<file path="src/rtl/hms_time_counter.sv">
// BCD hh:mm:ss time-of-day counter with 24h or 12h (AM/PM) hour modes, field adjust and day-wrap pulse.
// Optional alarm compare is built when the macro HMS_ALARM_EN is defined.
module hms_time_counter #(
    parameter int HOUR_MODE = 24
) (
    input  logic       clk,
    input  logic       reset,
    input  logic       tick,
    input  logic       run,
    input  logic [1:0] inc_sel,
    input  logic       inc,
    output logic [1:0] h1,
    output logic [3:0] h2,
    output logic [2:0] m1,
    output logic [3:0] m2,
    output logic [2:0] s1,
    output logic [3:0] s2,
    output logic       pm,
    output logic       day_wrap,
    input  logic       alarm_arm,
    input  logic       alarm_cap,
    output logic       alarm
);

    localparam bit         MODE12 = (HOUR_MODE == 12);
    localparam logic [1:0] RST_H1 = MODE12 ? 2'd1 : 2'd0;
    localparam logic [3:0] RST_H2 = MODE12 ? 4'd2 : 4'd0;

    typedef struct packed {
        logic [1:0] tens;
        logic [3:0] units;
        logic       roll;
    } hour_t;

    typedef struct packed {
        logic [2:0] tens;
        logic [3:0] units;
        logic       carry;
    } min_t;

    // roll marks 23->00 in 24h mode and 11->12 (AM/PM flip) in 12h mode
    function automatic hour_t next_hour(input logic [1:0] th, input logic [3:0] uh);
        hour_t r;
        r.tens  = th;
        r.units = uh;
        r.roll  = 1'b0;
        if (MODE12) begin
            if (th == 2'd1 && uh == 4'd2) begin
                r.tens  = 2'd0;
                r.units = 4'd1;
            end else if (th == 2'd1 && uh == 4'd1) begin
                r.units = 4'd2;
                r.roll  = 1'b1;
            end else if (uh == 4'd9) begin
                r.tens  = 2'd1;
                r.units = 4'd0;
            end else begin
                r.units = uh + 4'd1;
            end
        end else begin
            if (th == 2'd2 && uh == 4'd3) begin
                r.tens  = 2'd0;
                r.units = 4'd0;
                r.roll  = 1'b1;
            end else if (uh == 4'd9) begin
                r.tens  = th + 2'd1;
                r.units = 4'd0;
            end else begin
                r.units = uh + 4'd1;
            end
        end
        return r;
    endfunction

    function automatic min_t next_min(input logic [2:0] tm, input logic [3:0] um);
        min_t r;
        r.tens  = tm;
        r.units = um + 4'd1;
        r.carry = 1'b0;
        if (um == 4'd9) begin
            r.units = 4'd0;
            if (tm == 3'd5) begin
                r.tens  = 3'd0;
                r.carry = 1'b1;
            end else begin
                r.tens = tm + 3'd1;
            end
        end
        return r;
    endfunction

    logic       adj_min, adj_hr, adv;
    hour_t      hr_nxt;
    min_t       mn_nxt;
    logic [1:0] h1_n;
    logic [3:0] h2_n;
    logic [2:0] m1_n;
    logic [3:0] m2_n;
    logic [2:0] s1_n;
    logic [3:0] s2_n;
    logic       pm_n, wrap_n;

    assign adj_min = inc && (inc_sel == 2'b01);
    assign adj_hr  = inc && (inc_sel == 2'b10);
    assign adv     = tick && run && !adj_min && !adj_hr;
    assign hr_nxt  = next_hour(h1, h2);
    assign mn_nxt  = next_min(m1, m2);

    always_comb begin
        h1_n   = h1;
        h2_n   = h2;
        m1_n   = m1;
        m2_n   = m2;
        s1_n   = s1;
        s2_n   = s2;
        pm_n   = pm;
        wrap_n = 1'b0;
        if (adj_min || adj_hr) begin
            s1_n = 3'd0;
            s2_n = 4'd0;
            if (adj_min) begin
                m1_n = mn_nxt.tens;
                m2_n = mn_nxt.units;
            end else begin
                h1_n = hr_nxt.tens;
                h2_n = hr_nxt.units;
                if (MODE12 && hr_nxt.roll) pm_n = ~pm;
            end
        end else if (adv) begin
            if (s2 != 4'd9) begin
                s2_n = s2 + 4'd1;
            end else begin
                s2_n = 4'd0;
                if (s1 != 3'd5) begin
                    s1_n = s1 + 3'd1;
                end else begin
                    s1_n = 3'd0;
                    m1_n = mn_nxt.tens;
                    m2_n = mn_nxt.units;
                    if (mn_nxt.carry) begin
                        h1_n = hr_nxt.tens;
                        h2_n = hr_nxt.units;
                        // in 12h mode the day ends only on the PM->AM flip
                        if (hr_nxt.roll) begin
                            if (MODE12) begin
                                pm_n   = ~pm;
                                wrap_n = pm;
                            end else begin
                                wrap_n = 1'b1;
                            end
                        end
                    end
                end
            end
        end
    end

    always_ff @(posedge clk) begin
        if (reset) begin
            h1       <= RST_H1;
            h2       <= RST_H2;
            m1       <= 3'd0;
            m2       <= 4'd0;
            s1       <= 3'd0;
            s2       <= 4'd0;
            pm       <= 1'b0;
            day_wrap <= 1'b0;
        end else begin
            h1       <= h1_n;
            h2       <= h2_n;
            m1       <= m1_n;
            m2       <= m2_n;
            s1       <= s1_n;
            s2       <= s2_n;
            pm       <= pm_n;
            day_wrap <= wrap_n;
        end
    end

`ifdef HMS_ALARM_EN
    logic [1:0] al_h1;
    logic [3:0] al_h2;
    logic [2:0] al_m1;
    logic [3:0] al_m2;
    logic       al_pm;
    logic       hit;

    // only a tick rolling into second 00 can fire; adjusts are excluded via adv
    assign hit = adv && alarm_arm && (s1_n == 3'd0) && (s2_n == 4'd0) &&
                 (h1_n == al_h1) && (h2_n == al_h2) && (m1_n == al_m1) &&
                 (m2_n == al_m2) && (pm_n == al_pm);

    always_ff @(posedge clk) begin
        if (reset) begin
            al_h1 <= RST_H1;
            al_h2 <= RST_H2;
            al_m1 <= 3'd0;
            al_m2 <= 4'd0;
            al_pm <= 1'b0;
            alarm <= 1'b0;
        end else begin
            if (alarm_cap) begin
                al_h1 <= h1;
                al_h2 <= h2;
                al_m1 <= m1;
                al_m2 <= m2;
                al_pm <= pm;
            end
            alarm <= hit;
        end
    end
`else
    logic unused_alarm_in;
    assign unused_alarm_in = alarm_arm ^ alarm_cap;
    assign alarm           = 1'b0;
`endif

endmodule

</file>
<file path="config.mk">
export PLATFORM = sky130hd
export DESIGN_NAME = hms_time_counter
export DESIGN_NICKNAME = d
export VERILOG_FILES = /design/src/rtl/hms_time_counter.sv
export SDC_FILE = /design/constraint.sdc
export NUM_CORES = 1
export LEC_CHECK = 0
export ABC_AREA = 0
export ABC_CLOCK_PERIOD_IN_PS = 2400
export CAP_MARGIN = 20
export CORE_UTILIZATION = 42
export CTS_CLUSTER_DIAMETER = 200
export DETAILED_ROUTE_END_ITERATION = 12
export PLACE_DENSITY = 0.82
export RECOVER_POWER = 50
export SLEW_MARGIN = 20
export SYNTH_ARGS = -nofsm -noshare
export SYNTH_HDL_FRONTEND = slang
export SYNTH_SLANG_ARGS = --single-unit
export TNS_END_PERCENT = 100
</file>
<file path="constraint.sdc">
create_clock -name clk -period 2.4 [get_ports clk]
set_clock_uncertainty 0.1 [all_clocks]
set_input_delay 0.48 -clock clk [delete_from_list [all_inputs] [get_ports clk]]
set_output_delay 0.48 -clock clk [all_outputs]
set_load 0.01 [all_outputs]
</file>
# Word-level counts from Yosys, hierarchy flattened

Cells that the tools add are included.

$add $sub $neg: 6
Equal/unequal tests: 13
Muxes and demuxes: 32
Bitwise gates (word level): 3
Reduce and logical (&&, ||, !) cells: 16

Operators by type and width:

| operator                                                        | count |
|---|---|
| 4-bit 2-to-1 mux                                                | 13 |
| 3-bit 2-to-1 mux                                                | 7 |
| 2-bit 2-to-1 mux                                                | 7 |
| 4-bit by 1-bit adder with 4-bit output, second input constant   | 3 |
| 4-bit == test, second input constant                            | 2 |
| 8-bit 2-to-1 mux                                                | 1 |
| 2-bit inequality test, second input constant                    | 4 |
| 3-bit by 1-bit adder with 3-bit output, second input constant   | 2 |
| 1-bit logical AND                                               | 6 |
| 6-bit 2-to-1 mux                                                | 1 |
| 6-bit OR reduction                                              | 1 |
| 5-bit AND reduction                                             | 1 |
| 2-bit == test, second input constant                            | 2 |
| 4-bit by 2-bit == test with 1-bit output, second input constant | 1 |
| 4-bit inequality test, second input constant                    | 1 |
| 4-bit AND reduction                                             | 1 |
| 2-bit nonzero test                                              | 2 |
| 3-bit == test, second input constant                            | 1 |
| 1-bit 2-to-1 mux                                                | 3 |
| 3-bit inequality test, second input constant                    | 1 |
| 1-bit inverter                                                  | 3 |
| 2-bit by 1-bit adder with 2-bit output, second input constant   | 1 |
| 2-bit by 1-bit == test with 1-bit output, second input constant | 1 |
| 1-bit logical NOT                                               | 2 |
| 3 further kinds                                                 | 3 |

Register bits: 21
Output and inout bits: 23
Logic and storage cells: 77

# Logic depth before layout (Yosys ltp)

Gate-level depths: netlist of the first run.

Depth in word-level cells: 8
Gate-level depth with buffers: 7

# Worst setup path after synthesis of the first run

Ideal clock, no wire load.

Path type: register to register
Start point: reg s2[3]
End point: reg h2[3]
Setup time: 91 ps
Arrival: 2155 ps
Data required time: 2209 ps
Path slack: 54 ps
Cell stages (with the launch flop): 6
Buffers on the path: 0
Period minus slack after synthesis: 2346 ps
Cells stage by stage: dfxtp_1 -> or3b_4 -> or4_4 -> a211oi_4 -> a41oi_1 -> a311oi_1

Word-level cells in the longest chain between the ends: 3

RTL lines:

| what                                   | line | text |
|---|---|---|
| start: declaration                     | 17   | `output logic [3:0] s2,` |
| start signal: assignment               | 174  | `s2 <= s2_n;` |
| 4-bit inequality test                  | 130  | `if (s2 != 4'd9) begin` |
| 2-bit inequality test (no source line) | n/a  |  |
| 5-bit AND reduction (no source line)   | n/a  |  |
| end signal: assignment                 | 170  | `h2 <= h2_n;` |
| end: declaration                       | 13   | `output logic [3:0] h2,` |

No other way between the ends.
A chain may end at the register's enable or synchronous reset.

# Worst setup path after layout of the first run

Start point: in run
End point: reg h1[1]

Word-level cells in the longest chain between the ends: 5

RTL lines:

| what                                 | line | text |
|---|---|---|
| start: declaration                   | 9    | `input logic run,` |
| 1-bit logical AND (3 in a row)       | 105  | `assign adv = tick && run && !adj_min && !adj_hr;` |
| 2-bit nonzero test (no source line)  | n/a  |  |
| 5-bit AND reduction (no source line) | n/a  |  |
| end signal: assignment               | 169  | `h1 <= h1_n;` |
| end: declaration                     | 12   | `output logic [1:0] h1,` |

No other way between the ends.

==> results of run 1 <==
## power by group through the flow
stage	Clock, mW	Combinational (mW)	Sequential [mW]
after global placement	0	0.0566	0.362
after floorplan	0	0.0265	0.364
after global routing	0.188	0.0630	0.355
after CTS	0.177	0.0588	0.355
after detailed placement	0	0.0584	0.363
final	0.172	0.0585	0.355
## state kept, by name, summed over array words and instances (netlist names)
register / cells
s1: 3
day_wrap: 1
m1: 3
h2: 4
m2: 4
s2: 4
h1: 2
## synth_stat cells, drive strengths merged
| cell | instances |
|---|---|
| a41oi | 1 |
| nand4 | 1 |
| or3 | 1 |
| nand4bb | 1 |
| a21bo | 1 |
| a21oi | 10 |
| nor4b | 1 |
| nor2b | 1 |
| clkbuf | 2 |
| xor2 | 4 |
| dfxtp | 21 |
| ha | 2 |
| inv | 4 |
| nand3b | 4 |
| o211a | 1 |
| a311oi | 2 |
| nor3b | 3 |
| nand2b | 4 |
| o21ai | 1 |
| a211oi | 1 |
| nand4b | 2 |
| or3b | 4 |
| a31oi | 2 |
| a21o | 1 |
| nor2 | 15 |
| or4 | 2 |
| nand2 | 13 |
| o31ai | 2 |
| o41ai | 1 |
| and3b | 1 |
| conb | 1 |
| nor3 | 3 |
| nand3 | 7 |
| mux2i | 5 |
| xnor2 | 2 |
| and3 | 1 |
| buf | 2 |
## area by class of cell
| class | count | area (µm²) |
|---|---|---|
| Fill cell | 231 | 957 |
| Multi-Input combinational cell | 102 | 668 |
| Sequential cell | 21 | 420 |
| Timing Repair Buffer | 41 | 375 |
| Tap cell | 30 | 37.5 |
| Clock buffer | 4 | 26.3 |
| Inverter | 4 | 15.0 |
## cell families (layout without fill, tap and decap cells)
kind of cell / Yosys count / in the layout
simple gates: 64 / 64
other cells: 1 / 2
fa+ha+maj: 2 / 2
mux: 5 / 5
compound gates: 23 / 23
flops: 21 / 21
buf+inv: 8 / 49
xor+xnor: 6 / 6
## worst register-to-register path, delay by kind of cell (launching register included)
kind,cells,cell delay (ns)
and+or+nand+nor,2,0.97
AOI/OAI and AO/OA,3,0.55
DFF,1,0.36
buffers and inverters,1,0.17
## worst max-delay path by stage
stage,start,to,slack (ns),depth (start not counted)
after floorplan,s2[3]$_SDFFE_PP0N_,h2[3]$_SDFFE_PP0P_,0.05,5
after global placement,tick,h2[1]$_SDFFE_PP0P_,-0.26,7
after detailed placement,run,h1[1]$_SDFFE_PP0P_,-0.33,7
after CTS,run,h1[1]$_SDFFE_PP0P_,0.02,7
after global routing,run,m2[1]$_SDFFE_PP0P_,-0.02,6
final,run,h1[1]$_SDFFE_PP0P_,0.06,7
## cells in the final DEF (no fill, tap or decap), types with 5 or more instances in the layout
master | netlist | layout
dlygate4sd3_1 | 0 | 13
nand3_1 | 7 | 7
a21oi_1 | 10 | 10
mux2i_1 | 5 | 5
nand2_1 | 13 | 13
nor2_1 | 15 | 15
dfxtp_1 | 21 | 21
clkdlybuf4s50_1 | 0 | 14
buf_4 | 2 | 12
## repair_timing
action,CTS,global route
hold buffers,0,0
gates resized for setup,0,1
buffers inserted,0,0
hold endpoints to repair,0,0
setup endpoints to repair,0,8
## routing by layer
layer | part of all wire | vias up | track usage | wire, µm
li1 | - | 549 | - | -
met1 | 0.46 | 546 | 0.243 | 1240
met2 | 0.50 | 17 | 0.348 | 1370
met3 | 0.032 | 2 | 0.0621 | 86
met4 | 0.0070 | 0 | 0.0614 | 19
met5 | 0 | - | 0 | 0
## per-stage QoR
step / hold slack, ns / TNS [ns] / setup slack [ns] / util / area [µm²]
floorplan: 0.404 / 0 / 0.0542 / - / 1130
global placement: 0.390 / -1.88 / -0.265 / 0.607 / 1520
detailed placement: 0.409 / -2.48 / -0.329 / 0.607 / 1520
CTS: 0.434 / 0 / 0.0160 / 0.617 / 1540
global route: 0.450 / -0.0303 / -0.0178 / 0.617 / 1540
finish: 0.429 / 0 / 0.0604 / 0.617 / 1540
==> results.toml, run 1 <==
[run_status]
status = "finished clean"

[power]
netSwitchingPower_mw = 0.141
p_int_mw = 0.445
swShare = 0.240
power_mw = 0.586
peakVddDrop_uv = 284
p_seq_frac = 0.606
combinationalPowerShare = 0.100
powerDensity_nw_per_um2 = 380
clockPowerShare = 0.294
p_leak_nw = 0.601

[placement]
place_hpwl_um = 2030
io_buffers = 27
dp.cells = 198
globalplace.congestion = 0.754

[sta]
fin_crit_ns = 2.34
hold_viol = 0
relSlewSlack = 0.654
slew_violations = 0
fmax_mhz = 427
tightestPinTransition_ns = 0.519
setup_viol = 0
rsz0062_at_grt = "yes"
timing.final.crit_share = 0.975

[floorplanning]
die_w_um = 53.7
num_io_pins = 32
die-area_um2 = 2880
rows = 18
coreArea_um2 = 2500
chipHeight_um = 53.7
initial_core_util = 0.449

[cells_and_area]
drive_above_1_share = 0.140
n_antenna_cell = 0
syn_to_final_growth_pct = 37.5
finalNonFillerCells = 202
final_nets = 184

[synthesis]
avgSynthCellArea_um2 = 8.63
synth.top_cell.area_share = 0.375
synthAdderAreaFrac = 0.0223
syn-cell-area_um2 = 1120
synth_xor_area_frac = 0.0468
synth_top_family_by_area = "simple AND/OR/NAND/NOR gates"
ys_top_cells_by_area = "dfxtp_1 37%, nor2_1 5.0%, a21oi_1 4.5%, mux2i_1 4.5%, nand2_1 4.3%"
syn_inst = 130
synth_top_area_cell = "dfxtp_1"
synthMuxAreaShare = 0.0446
yosys_warnings = 0
yosysSeqAreaShare = 0.375
synth_seq_cells = 21
synth_simple_gate_area_frac = 0.321
synthDistinctLibCells = 39
synth_compound_area_frac = 0.154

[worst_setup_path]
critPathLaunchType = "input pin"
worst-path-buf-inv = 2
path_class = "input pin to register"
rr_worst_depth = 6
r2r_slack_ns = 0.13
cp-end-kind = "register"
worst_ep_arrival_time_ns = 2.44
r2r-start = "s2[2]$_SDFFE_PP0N_"
slowest_stage = "or4_4"
cp_max_fo = 6
crit_path_cell_trace = "clkdlybuf4s50_1, nand3_1, or4_4, a211oi_4, buf_6, o211a_1, o21ai_0"
critPathMaxStageDelay_ns = 0.58
crit_required_ns = 2.50
r2r-end = "h1[1]$_SDFFE_PP0P_"
path_delay_family = "simple AND/OR/NAND/NOR gates"

[clocking]
clk_latency_ns = 0.30
h-tree-depth = 1
cts.reportedPaths.clkPinSlew_ns = 0.12
clk_path_buf_depth = 2
cts_inserted_buffers = 3
cts_tree = "yes"
cts_sinks = 21
root_buffer = "clkbuf_4"

[grt]
antenna_found_initial = 0
grt_start_max_net_pins = 12
grt_pass1_vias = 979
grt_first_pass_wirelength_um = 4220
overflow = 0
track_usage = 0.204

[drt]
via_per_inst = 5.51
antenna_left = 0
wl_per_cell_um = 13.5
num_vias = 1114
firstDrtPassIters = 4
drcViolationCount = 0
drt_iter0_drc = 6
drt-total-wl_um = 2720

[hold_path]
worstHoldEndpoint = "m1[0]$_SDFFE_PP0P_"
worstHoldPathCells = 2
holdCritPathClass = "register to register"
worstHoldStart = "m1[0]$_SDFFE_PP0P_"

[job]
cap_violations = 0
Note: power is estimated with default switching activity, not from simulation.
==> run 2, diff against run 1 <==
--- a/config.mk
+++ b/config.mk
@@ -13,6 +13,7 @@
 export DETAILED_ROUTE_END_ITERATION = 12
 export PLACE_DENSITY = 0.82
 export RECOVER_POWER = 50
+export REMOVE_ABC_BUFFERS = 1
 export SLEW_MARGIN = 20
 export SYNTH_ARGS = -nofsm -noshare
 export SYNTH_HDL_FRONTEND = slang
==> results.toml, run 2 (same netlist as run 1, synthesis figures left out) <==
[floorplanning]
coreArea_um2 = 2500
num_io_pins = 32
initial_core_util = 0.449
chipHeight_um = 53.7
rows = 18
die_w_um = 53.7
die-area_um2 = 2880

[worst_setup_path]
cp-end-kind = "register"
worst_ep_arrival_time_ns = 2.47
critPathLaunchType = "input pin"
path_class = "input pin to register"
cp_max_fo = 4
crit_required_ns = 2.52

[sta]
hold_viol = 0
timing.final.crit_share = 0.983
fmax_mhz = 424
rsz0062_at_grt = "yes"
setup_viol = 0
fin_crit_ns = 2.36
setup_slack_ns = 0.0415
slew_violations = 0
fin_tns_setup_ns = 0

[drt]
antenna_left = 0
num_vias = 1102
drt-total-wl_um = 2680
via_per_inst = 5.38
drcViolationCount = 0
firstDrtPassIters = 4
wl_per_cell_um = 13.1
drt_iter0_drc = 27

[clocking]
cts_tree = "yes"
clk_path_buf_depth = 2
cts_sinks = 21
cts_inserted_buffers = 3
clk_latency_ns = 0.30
cts_hold_buf = 0
root_buffer = "clkbuf_4"
postCtsSetupBuffers = 0
h-tree-depth = 1
cts.reportedPaths.clkPinSlew_ns = 0.12

[cells_and_area]
finalNonFillerCells = 205
reg_top3 = "h2 x4, m2 x4, s2 x4"
drive_above_1_share = 0.160
n_antenna_cell = 0
fin_util = 0.627
syn_to_final_growth_pct = 39.6
mostFrequentLayoutCells = "21 x dfxtp_1, 16 x buf_4, 15 x nor2_1"
final_nets = 187
final_common_cell = "dfxtp_1"

[power]
powerDensity_nw_per_um2 = 374
p_leak_nw = 0.621
peakVddDrop_uv = 241

[grt]
track_usage = 0.206
grt_first_pass_wirelength_um = 4350
grt_start_max_net_pins = 12
antenna_found_initial = 0
grt_pass1_vias = 1062
overflow = 0

[placement]
place_hpwl_um = 2040
dp.cells = 201
globalplace.congestion = 0.786
io_buffers = 27
post-place-ws_ns = -0.349

[hold_path]
holdCritPathClass = "register to register"

[run_status]
status = "finished clean"

[job]
cap_violations = 0
[run 2: where the power goes]
group / internal (mW) / switching, mW / total, mW
registers: 0.351 / 0.00364 / 0.355
logic: 0.0300 / 0.0292 / 0.0592
clock network: 0.0646 / 0.107 / 0.172
[run 2: timing repair]
action / CTS / global route
resized for setup: 1 / 0
setup endpoints to repair: 1 / 1
pin swaps: 1 / 3
[run 2: layout make-up]
class	count	area, µm²
timing repair buffer	44	394
multi-input combinational	102	673
fill	201	933
clock buffer	4	26.3
tap	30	37.5
inverter	4	15.0
sequential	21	420
[run 2: stage by stage]
step | hold WS [ns] | instance area (µm²) | power (mW)
CTS | 0.411 | 1570 | 0.586
detailed placement | 0.394 | 1540 | 0.422
global placement | 0.384 | 1540 | 0.420
floorplan | 0.398 | 1100 | 0.386
global route | 0.429 | 1570 | 0.608
finish | 0.409 | 1570 | 0.586
[run 2: routing by layer]
metal  vias to the layer above  GRT usage  wire [µm]
met2                        25      0.393       1350
met5                         -          0          0
li1                        553          -          -
met4                         0     0.0658         35
met1                       520      0.228       1180
met3                         4     0.0311        121
[run 2: path summary, 6_finish.rpt]
| check | from | to | cells after the start | slack [ns] |
|---|---|---|---|---|
| worst max-delay path | tick | h2[2]$_SDFFE_PP0P_ | 7 | 0.04 |
| worst min register to register | m1[2]$_SDFFE_PP0P_ | m1[2]$_SDFFE_PP0P_ | 2 | 0.41 |
| worst max register to register | s2[2]$_SDFFE_PP0N_ | h2[2]$_SDFFE_PP0P_ | 6 | 0.08 |
| worst min-delay path | m1[2]$_SDFFE_PP0P_ | m1[2]$_SDFFE_PP0P_ | 2 | 0.41 |
[run 2: worst max-delay path, cell delays in order]
cell and delay [ns]:
clkdlybuf4s50_1 0.49, nand3_2 0.13, or4_4 0.57, a211oi_4 0.34
buf_4 0.18, a31oi_1 0.09, a311oi_1 0.20
